$ cat src/rtl/gray_pkg.sv
// Shared types and helpers for the Gray-code conversion arbiter.
package gray_pkg;

  localparam int GRAY_WIDTH_DEF = 4;
  localparam int N_REQ_MAX      = 4;

  typedef enum logic {
    SLOT_EMPTY = 1'b0,
    SLOT_FULL  = 1'b1
  } slot_state_e;

  // Operates on a 32-bit container; callers truncate to their own width.
  function automatic logic [31:0] bin_to_gray(input logic [31:0] b);
    return b ^ (b >> 1);
  endfunction

endpackage

$ cat src/rtl/gray_enc.sv
// Combinational binary-to-Gray converter with select flag Y.
// Shared by all requesters behind the operand mux.
module gray_enc
  import gray_pkg::*;
#(
  parameter int WIDTH = GRAY_WIDTH_DEF
) (
  input  logic [WIDTH-1:0] b_i,
  output logic [WIDTH-1:0] g_o,
  output logic             y_o
);

  assign g_o = WIDTH'(bin_to_gray(32'(b_i)));

  generate
    if (WIDTH >= 4) begin : g_flag
      logic s;
      assign s   = b_i[3] & b_i[0];
      assign y_o = s ? b_i[2] : b_i[1];
    end else begin : g_no_flag
      // Y is undefined for narrow words; tie it off.
      assign y_o = 1'b0;
    end
  endgenerate

endmodule

$ cat src/rtl/gray_conv_arbiter.sv
// Round-robin arbiter sharing one Gray converter between N_REQ requesters,
// with a single registered output slot. Define GRAY_STATS_EN for grant counters.
module gray_conv_arbiter
  import gray_pkg::*;
#(
  parameter int WIDTH = GRAY_WIDTH_DEF,
  parameter int N_REQ = 2,
  parameter int RID_W = 2
) (
  input  logic                   clk,
  input  logic                   rst,
  input  logic [N_REQ-1:0]       req_valid,
  input  logic [N_REQ*WIDTH-1:0] req_B,
  output logic [N_REQ-1:0]       req_ready,
  output logic                   out_valid,
  input  logic                   out_ready,
  output logic [WIDTH-1:0]       out_G,
  output logic                   out_Y,
  output logic [RID_W-1:0]       out_rid
`ifdef GRAY_STATS_EN
  ,
  input  logic                   stats_clr,
  output logic [N_REQ*8-1:0]     grant_cnt
`endif
);

  slot_state_e      slot_q, slot_d;
  logic [RID_W-1:0] rr_q, rr_d;
  logic [RID_W-1:0] rid_q, rid_d;
  logic [WIDTH-1:0] g_q, g_d;
  logic             y_q, y_d;

  logic [WIDTH-1:0] b_arr [N_REQ];
  logic             found, slot_free, grant;
  logic [RID_W-1:0] sel;
  logic [WIDTH-1:0] sel_b, enc_g;
  logic             enc_y;

  genvar gi;
  generate
    for (gi = 0; gi < N_REQ; gi++) begin : g_unpack
      assign b_arr[gi] = req_B[gi*WIDTH +: WIDTH];
    end
  endgenerate

  // Two passes: indices at/above the pointer first, then the wrapped part.
  always_comb begin
    found = 1'b0;
    sel   = '0;
    for (int k = 0; k < N_REQ; k++) begin
      if (!found && req_valid[k] && (k >= int'(rr_q))) begin
        found = 1'b1;
        sel   = RID_W'(k);
      end
    end
    for (int k = 0; k < N_REQ; k++) begin
      if (!found && req_valid[k]) begin
        found = 1'b1;
        sel   = RID_W'(k);
      end
    end
  end

  assign slot_free = (slot_q == SLOT_EMPTY) | out_ready;
  assign grant     = found & slot_free & ~rst;

  always_comb begin
    sel_b = '0;
    for (int k = 0; k < N_REQ; k++) begin
      if (sel == RID_W'(k)) sel_b = b_arr[k];
    end
  end

  gray_enc #(.WIDTH(WIDTH)) u_enc (
    .b_i (sel_b),
    .g_o (enc_g),
    .y_o (enc_y)
  );

  always_ff @(posedge clk or posedge rst) begin
    if (rst) begin
      slot_q <= SLOT_EMPTY;
      rr_q   <= '0;
      rid_q  <= '0;
      g_q    <= '0;
      y_q    <= 1'b0;
    end else begin
      slot_q <= slot_d;
      rr_q   <= rr_d;
      rid_q  <= rid_d;
      g_q    <= g_d;
      y_q    <= y_d;
    end
  end

  always_comb begin
    slot_d = slot_q;
    rr_d   = rr_q;
    rid_d  = rid_q;
    g_d    = g_q;
    y_d    = y_q;
    if (grant) begin
      slot_d = SLOT_FULL;
      g_d    = enc_g;
      y_d    = enc_y;
      rid_d  = sel;
      rr_d   = (int'(sel) == N_REQ - 1) ? '0 : sel + 1'b1;
    end else if ((slot_q == SLOT_FULL) && out_ready) begin
      slot_d = SLOT_EMPTY;
    end
  end

  always_comb begin
    out_valid = (slot_q == SLOT_FULL);
    req_ready = '0;
    for (int k = 0; k < N_REQ; k++) begin
      if (grant && (sel == RID_W'(k))) req_ready[k] = 1'b1;
    end
  end

  assign out_G   = g_q;
  assign out_Y   = y_q;
  assign out_rid = rid_q;

`ifdef GRAY_STATS_EN
  generate
    for (gi = 0; gi < N_REQ; gi++) begin : g_cnt
      logic [7:0] cnt_q, cnt_d;

      always_comb begin
        cnt_d = cnt_q;
        if (stats_clr)
          cnt_d = '0;
        else if (req_ready[gi] && req_valid[gi] && (cnt_q != 8'hFF))
          cnt_d = cnt_q + 8'd1;
      end

      always_ff @(posedge clk or posedge rst) begin
        if (rst) cnt_q <= '0;
        else     cnt_q <= cnt_d;
      end

      assign grant_cnt[gi*8 +: 8] = cnt_q;
    end
  endgenerate
`endif

endmodule

$ cat config.mk
export PLATFORM = sky130hd
export DESIGN_NAME = gray_conv_arbiter
export DESIGN_NICKNAME = d
export VERILOG_FILES = /design/src/rtl/gray_pkg.sv /design/src/rtl/gray_enc.sv /design/src/rtl/gray_conv_arbiter.sv
export SDC_FILE = /design/constraint.sdc
export NUM_CORES = 1
export LEC_CHECK = 0
export CORE_UTILIZATION = 37
export DETAILED_ROUTE_END_ITERATION = 12
export GPL_TIMING_DRIVEN = 0
export PLACE_DENSITY_LB_ADDON = 0.2
export REMOVE_ABC_BUFFERS = 1
export SYNTH_ARGS = -nofsm -noshare
export SYNTH_HDL_FRONTEND = slang
export SYNTH_SLANG_ARGS = --single-unit
$ cat constraint.sdc
create_clock -name clk -period 1 [get_ports clk]
set_input_delay 0.2 -clock clk [delete_from_list [all_inputs] [get_ports clk]]
set_output_delay 0.2 -clock clk [all_outputs]
set_load 0.005 [all_outputs]
; After elaboration in Yosys (flattened, before gate mapping)
; Cells that the tools add are included.
[word_totals]
reg_bits = 10
wordCells = 45
output_inout_bits = 10
[op_classes]
n_eq_ne = 2
n_bitwise = 7
mux = 15
order_cmp = 2
add_sub_neg = 1
reduce_logical = 13
[op_table]
columns = operator, n
row1 = 1-bit 2-to-1 mux, 11
row2 = 1-bit logical AND, 8
row3 = 4-bit 2-to-1 mux, 2
row4 = "1-bit by 2-bit greater-or-equal comparator with 1-bit output, first input constant", 2
row5 = 2-bit 2-to-1 mux, 2
row6 = 4-bit by 3-bit bitwise XOR with 4-bit output, 1
row7 = 1-bit bitwise AND, 3
row8 = 1-bit zero test, 3
row9 = "2-bit by 1-bit adder with 2-bit output, second input constant", 1
row10 = "2-bit by 1-bit == test with 1-bit output, second input constant", 1
row11 = "2-bit == test, second input constant", 1
row12 = 2-bit zero test, 1
row13 = 1-bit NOT, 2
row14 = 2-bit nonzero test, 1
row15 = 1-bit bitwise OR, 1

; Longest topological paths before layout
[depth]
ltp_word = 18
mapped_depth = 4
depth_no_buf = 3

; Modules after synthesis
; From an unflattened synthesis, not the netlist that was laid out.
[unflattened]
hier_cells = 38
area_unflattened_um2 = 469.2
[modules_own_cells]
columns = mod, area_per_inst_um2, cells_each, seq_area_each_um2, instances
row1 = gray_conv_arbiter, 416.6, 32, 200.2, 1
row2 = gray_enc, 52.6, 6, 0.0, 1

; Worst setup path before layout
; Ideal clock, no wire load.
[synth_timing]
path_type = reg-to-reg
startpoint = register rr_q[0]
endpoint = register y_q, in the netlist out_Y
arrival_time_ns = 0.961
slack_ns = -0.093
path_stages_with_launch = 4
path_cell_list = dfrtp_1 nand2b_1 a221oi_1 o31ai_1
[synth_via]
elab_chain_cells = 18
word_cells_on_any_way = 25
[synth_lines]
columns = element, line_no
row1 = "start, declared", gray_conv_arbiter.sv:28  ; logic [RID_W-1:0] rr_q, rr_d;
row2 = "start signal, assigned", gray_conv_arbiter.sv:89  ; rr_q <= rr_d;
row3 = 1-bit by 2-bit greater-or-equal comparator with 1-bit output, gray_conv_arbiter.sv:51  ; if (!found && req_valid[k] && (k >= int'(rr_q))) begin
row4 = 1-bit logical AND, gray_conv_arbiter.sv:51
row5 = 1-bit 2-to-1 mux, gray_conv_arbiter.sv:51
row6 = 1-bit zero test, gray_conv_arbiter.sv:51
row7 = 1-bit logical AND (2 in series), gray_conv_arbiter.sv:51
row8 = 1-bit 2-to-1 mux, gray_conv_arbiter.sv:51
row9 = 1-bit zero test, gray_conv_arbiter.sv:57  ; if (!found && req_valid[k]) begin
row10 = 1-bit logical AND, gray_conv_arbiter.sv:57
row11 = 1-bit 2-to-1 mux, gray_conv_arbiter.sv:57
row12 = 1-bit zero test, gray_conv_arbiter.sv:57
row13 = 1-bit logical AND, gray_conv_arbiter.sv:57
row14 = 2-bit 2-to-1 mux, gray_conv_arbiter.sv:57
row15 = 2-bit zero test, gray_conv_arbiter.sv:70  ; if (sel == RID_W'(k)) sel_b = b_arr[k];
row16 = 4-bit 2-to-1 mux (2 in series), gray_conv_arbiter.sv:70
row17 = 1-bit bitwise AND, gray_enc.sv:18  ; assign s = b_i[3] & b_i[0];
row18 = 1-bit 2-to-1 mux, gray_enc.sv:19  ; assign y_o = s ? b_i[2] : b_i[1];
row19 = "end signal, assigned", gray_conv_arbiter.sv:92  ; y_q <= y_d;
row20 = "end, declared", gray_conv_arbiter.sv:31  ; logic y_q, y_d;
; Parallel ways exist; a longest one is shown, timed or not.
; A chain may end at the register's enable or synchronous reset.

; Final worst setup path
[layout_timing]
startpoint = register slot_q, in the netlist out_valid
endpoint = output port req_ready[1]
[layout_via]
elab_chain_cells = 6
[layout_lines]
columns = element, line_no
row1 = "start, declared", gray_conv_arbiter.sv:27  ; slot_state_e slot_q, slot_d;
row2 = "start signal, assigned", gray_conv_arbiter.sv:88  ; slot_q <= slot_d;
row3 = 1-bit NOT, gray_conv_arbiter.sv:64  ; assign slot_free = (slot_q == SLOT_EMPTY) | out_ready;
row4 = 1-bit bitwise OR, gray_conv_arbiter.sv:64
row5 = 1-bit bitwise AND (2 in series), gray_conv_arbiter.sv:65  ; assign grant = found & slot_free & ~rst;
row6 = 1-bit logical AND, gray_conv_arbiter.sv:117  ; if (grant && (sel == RID_W'(k))) req_ready[k] = 1'b1;
row7 = 1-bit 2-to-1 mux, gray_conv_arbiter.sv:117
row8 = "end, declared", gray_conv_arbiter.sv:14  ; output logic [N_REQ-1:0] req_ready,
; No other way between the ends.

==> impl_metrics.py <==
metrics = {
    "status": {
        "status": "finished with violations",
        "violations": "setup timing",
    },
    "floorplan": {
        "die_w_um": 41.01,
        "core.rowCount": 13,
        "die_area_mm2": 0.001682,
        "die_h_um": 41.01,
        "start_util": 0.4171,
        "io_pins": 23,
        "core-area_mm2": 0.001350,
    },
    "timing": {
        "tns_ps": -2284,
        "rsz0062_at_grt": "yes",
        "clock.fmax_ghz": 0.7203,
        "hold_viol": 0,
        "fin_worst_skew_ps": 9.040,
        "min_period_over_period": 1.388,
        "fin_crit_ps": 1388,
        "layout_setup_ws_ps": -388.2,
        "slew_violations": 0,
        "setup_viol": 10,
    },
    "drt": {
        "dr.first_iter.drc_count": 8,
        "antenna_left": 0,
        "drc_errors": 0,
        "first_pass_iters": 4,
        "dr_total_vias": 567,
        "routed_wl_um": 1487,
        "vias_per_cell": 5.559,
        "routedWlPerCell_um": 14.58,
    },
    "logic_synthesis": {
        "netlist_area_um2": 563.0,
        "ys_top_cells_by_area": "dfrtp_1, o31ai_1, xor2_1, nor4_4, a21oi_1",
        "synth_common_cells": "dfrtp_1, o31ai_1, xor2_1, a21oi_1",
        "post-synth-top-area-cell": "dfrtp_1",
        "yosysSeqAreaShare": 0.3556,
        "ys_warn_count": 0,
        "synth_edf_count": 0,
        "synth.distinct_cells": 27,
        "synth-seq-cells": 8,
        "synthFlopType": "dfrtp_1",
        "syn_area_per_cell_um2": 9.878,
        "async_reset_ff_frac": 1.000,
        "synth_top_area_frac": 0.3556,
        "synthCells": 57,
    },
    "placed_design": {
        "numPortBuffers": 21,
        "place.gp.congestion": 0.8440,
        "placedCellCount": 91,
        "place_hpwl_um": 896.2,
        "placed_area_um2": 773.2,
    },
    "clock_network": {
        "cts_buffers": 3,
        "tritoncts": "yes",
        "worstSkewPairLatency_ps": 260,
        "clock_sinks": 8,
        "cts_root_buffer": "clkbuf_4",
        "h-tree-depth": 1,
        "cts_max_path_buffers": 2,
        "path_clk_slew_ps": 70,
    },
    "worst_setup_path": {
        "worst-path-buf-inv": 1,
        "critPathSlowestCell": "dfrtp_1",
        "crit_path_end_kind": "output port",
        "crit_path_start_kind": "register",
        "cp.required_ps": 800,
        "path_cells": "and2b_4, nor4_4, buf_2",
        "r2r_start": "out_valid$_DFFE_PP0P_",
        "critical-path-top-delay-family": "simple AND/OR/NAND/NOR gates",
        "slowest_delay_ps": 380,
        "reg2reg_depth": 4,
        "path_class": "reg2out",
        "cp.depth": 3,
        "crit_fanout": 3,
        "cp.arrival_ps": 1190,
        "r2r_slack_ps": -250,
        "reg2reg_to": "out_G[2]$_DFFE_PP0P_",
    },
    "global_route": {
        "track_usage": 0.2070,
        "grt_pass1_vias": 481,
        "grt_pass1_wl_um": 2235,
        "grt-busiest-layer": "met2",
        "grt_max_degree": 12,
        "met3_usage": 0.01630,
        "grt_use_met1": 0.2918,
        "antenna_found_initial": 0,
        "grt_overflow": 0,
        "use_met2": 0.3125,
    },
    "power": {
        "ir_worst_vdd_mv": 0.9626,
        "p_leak_nw": 0.3981,
        "power_density_mw_per_mm2": 1363,
    },
    "min_path": {
        "hold_class": "in2async",
    },
    "finish": {
        "area_delta_synth_final_pct": 61.56,
        "fin_cells": 102,
        "seqCellArea_um2": 200.2,
        "num_antenna_cells": 0,
        "multi_input_area_um2": 422.9,
        "fill_cells": 120,
        "drive_gt1_frac": 0.4713,
        "design_area_um2": 909.6,
        "fin_nets": 102,
    },
    "flow_run": {
        "drv_cap": 0,
    },
}
## worst register-to-register path: cells and delay by family, from the launching register on
family | cells | cell delay (ps)
buf+inv | 1 | 160
simple gates | 1 | 180
flops | 1 | 380
compound gates | 2 | 410
## per-layer routing
| layer | routed length [um] | vias up |
|---|---|---|
| met4 | 19 | 0 |
| met1 | 671 | 273 |
| met2 | 741 | 16 |
| li1 | - | 276 |
| met5 | 0 | - |
| met3 | 54 | 2 |
## sequential cells by signal (all words and copies together) (netlist names)
| register | cells |
|---|---|
| rr_q | 1 |
| out_valid | 1 |
| out_rid | 1 |
| out_G | 4 |
| out_Y | 1 |
## cell families after synthesis
kind of cell,after synthesis,share of synthesized area
flip-flops,8,0.3556
buffers and inverters,4,0.05112
XOR/XNOR,6,0.09333
other,1,0.006660
AO/OA/AOI/OAI,20,0.2556
AND/OR/NAND/NOR,18,0.2378
## worst max-delay path by stage
stage	from	endpoint	slack [ps]
global route	out_valid$_DFFE_PP0P_	req_ready[1]	-450
detailed placement	req_valid[1]	req_ready[1]	-1070
global placement	req_valid[1]	req_ready[1]	-1060
floorplan	rr_q[0]$_DFFE_PP0P_	out_Y$_DFFE_PP0P_	-90
finish	out_valid$_DFFE_PP0P_	req_ready[1]	-390
CTS	rr_q[0]$_DFFE_PP0P_	req_ready[1]	-430
## stage by stage
stage	hold WS, ps	util	setup WS [ps]	power [W]
6_report	155.2	0.6738	-388.2	0.001240
5_1_grt	163.3	0.6738	-453.3	0.001323
4_1_cts	150.5	0.6145	-427.8	0.001123
3_5_place_dp	472.7	0.5728	-1070	0.0008699
3_3_place_gp	465.7	0.5728	-1062	0.0008655
2_1_floorplan	-33.75	-	-93.14	0.0006390
## layout make-up
class,instances,share of cell area
Multi-Input combinational cell,45,0.4649
Timing Repair Buffer,29,0.2586
Sequential cell,8,0.2201
Clock buffer,3,0.02476
Tap cell,15,0.02063
Inverter,2,0.01100
## placed cells by master, fill, tap and decap left out, drive strengths merged, types with 2 or more instances in the layout
master,Yosys,final
a21oi,4,4
a31oi,3,3
and2b,2,2
and3,2,2
buf,2,17
clkbuf,0,4
clkdlybuf4s50,0,8
dfrtp,8,8
dlygate4sd2,0,3
inv,2,2
nand2,3,3
nand3,2,2
nor2,2,2
nor3,3,3
o31ai,8,8
xor2,6,6
## timing repair
action                     CTS  global route
gates cloned                 0             0
hold buffers                 0             0
pin swaps                    5             5
buffers inserted             6             3
setup endpoints to repair   17            10
resized for setup           50            15
## power by group
| group | total, W | internal, W | leakage (nW) | switching [W] |
|---|---|---|---|---|
| combinational | 0.000552 | 0.000299 | 0.289 | 0.000254 |
| clock | 0.000261 | 0.000138 | 0.0138 | 0.000123 |
| sequential | 0.000427 | 0.000391 | 0.0952 | 0.0000350 |
No activity file was read; power rests on OpenSTA's default activity.
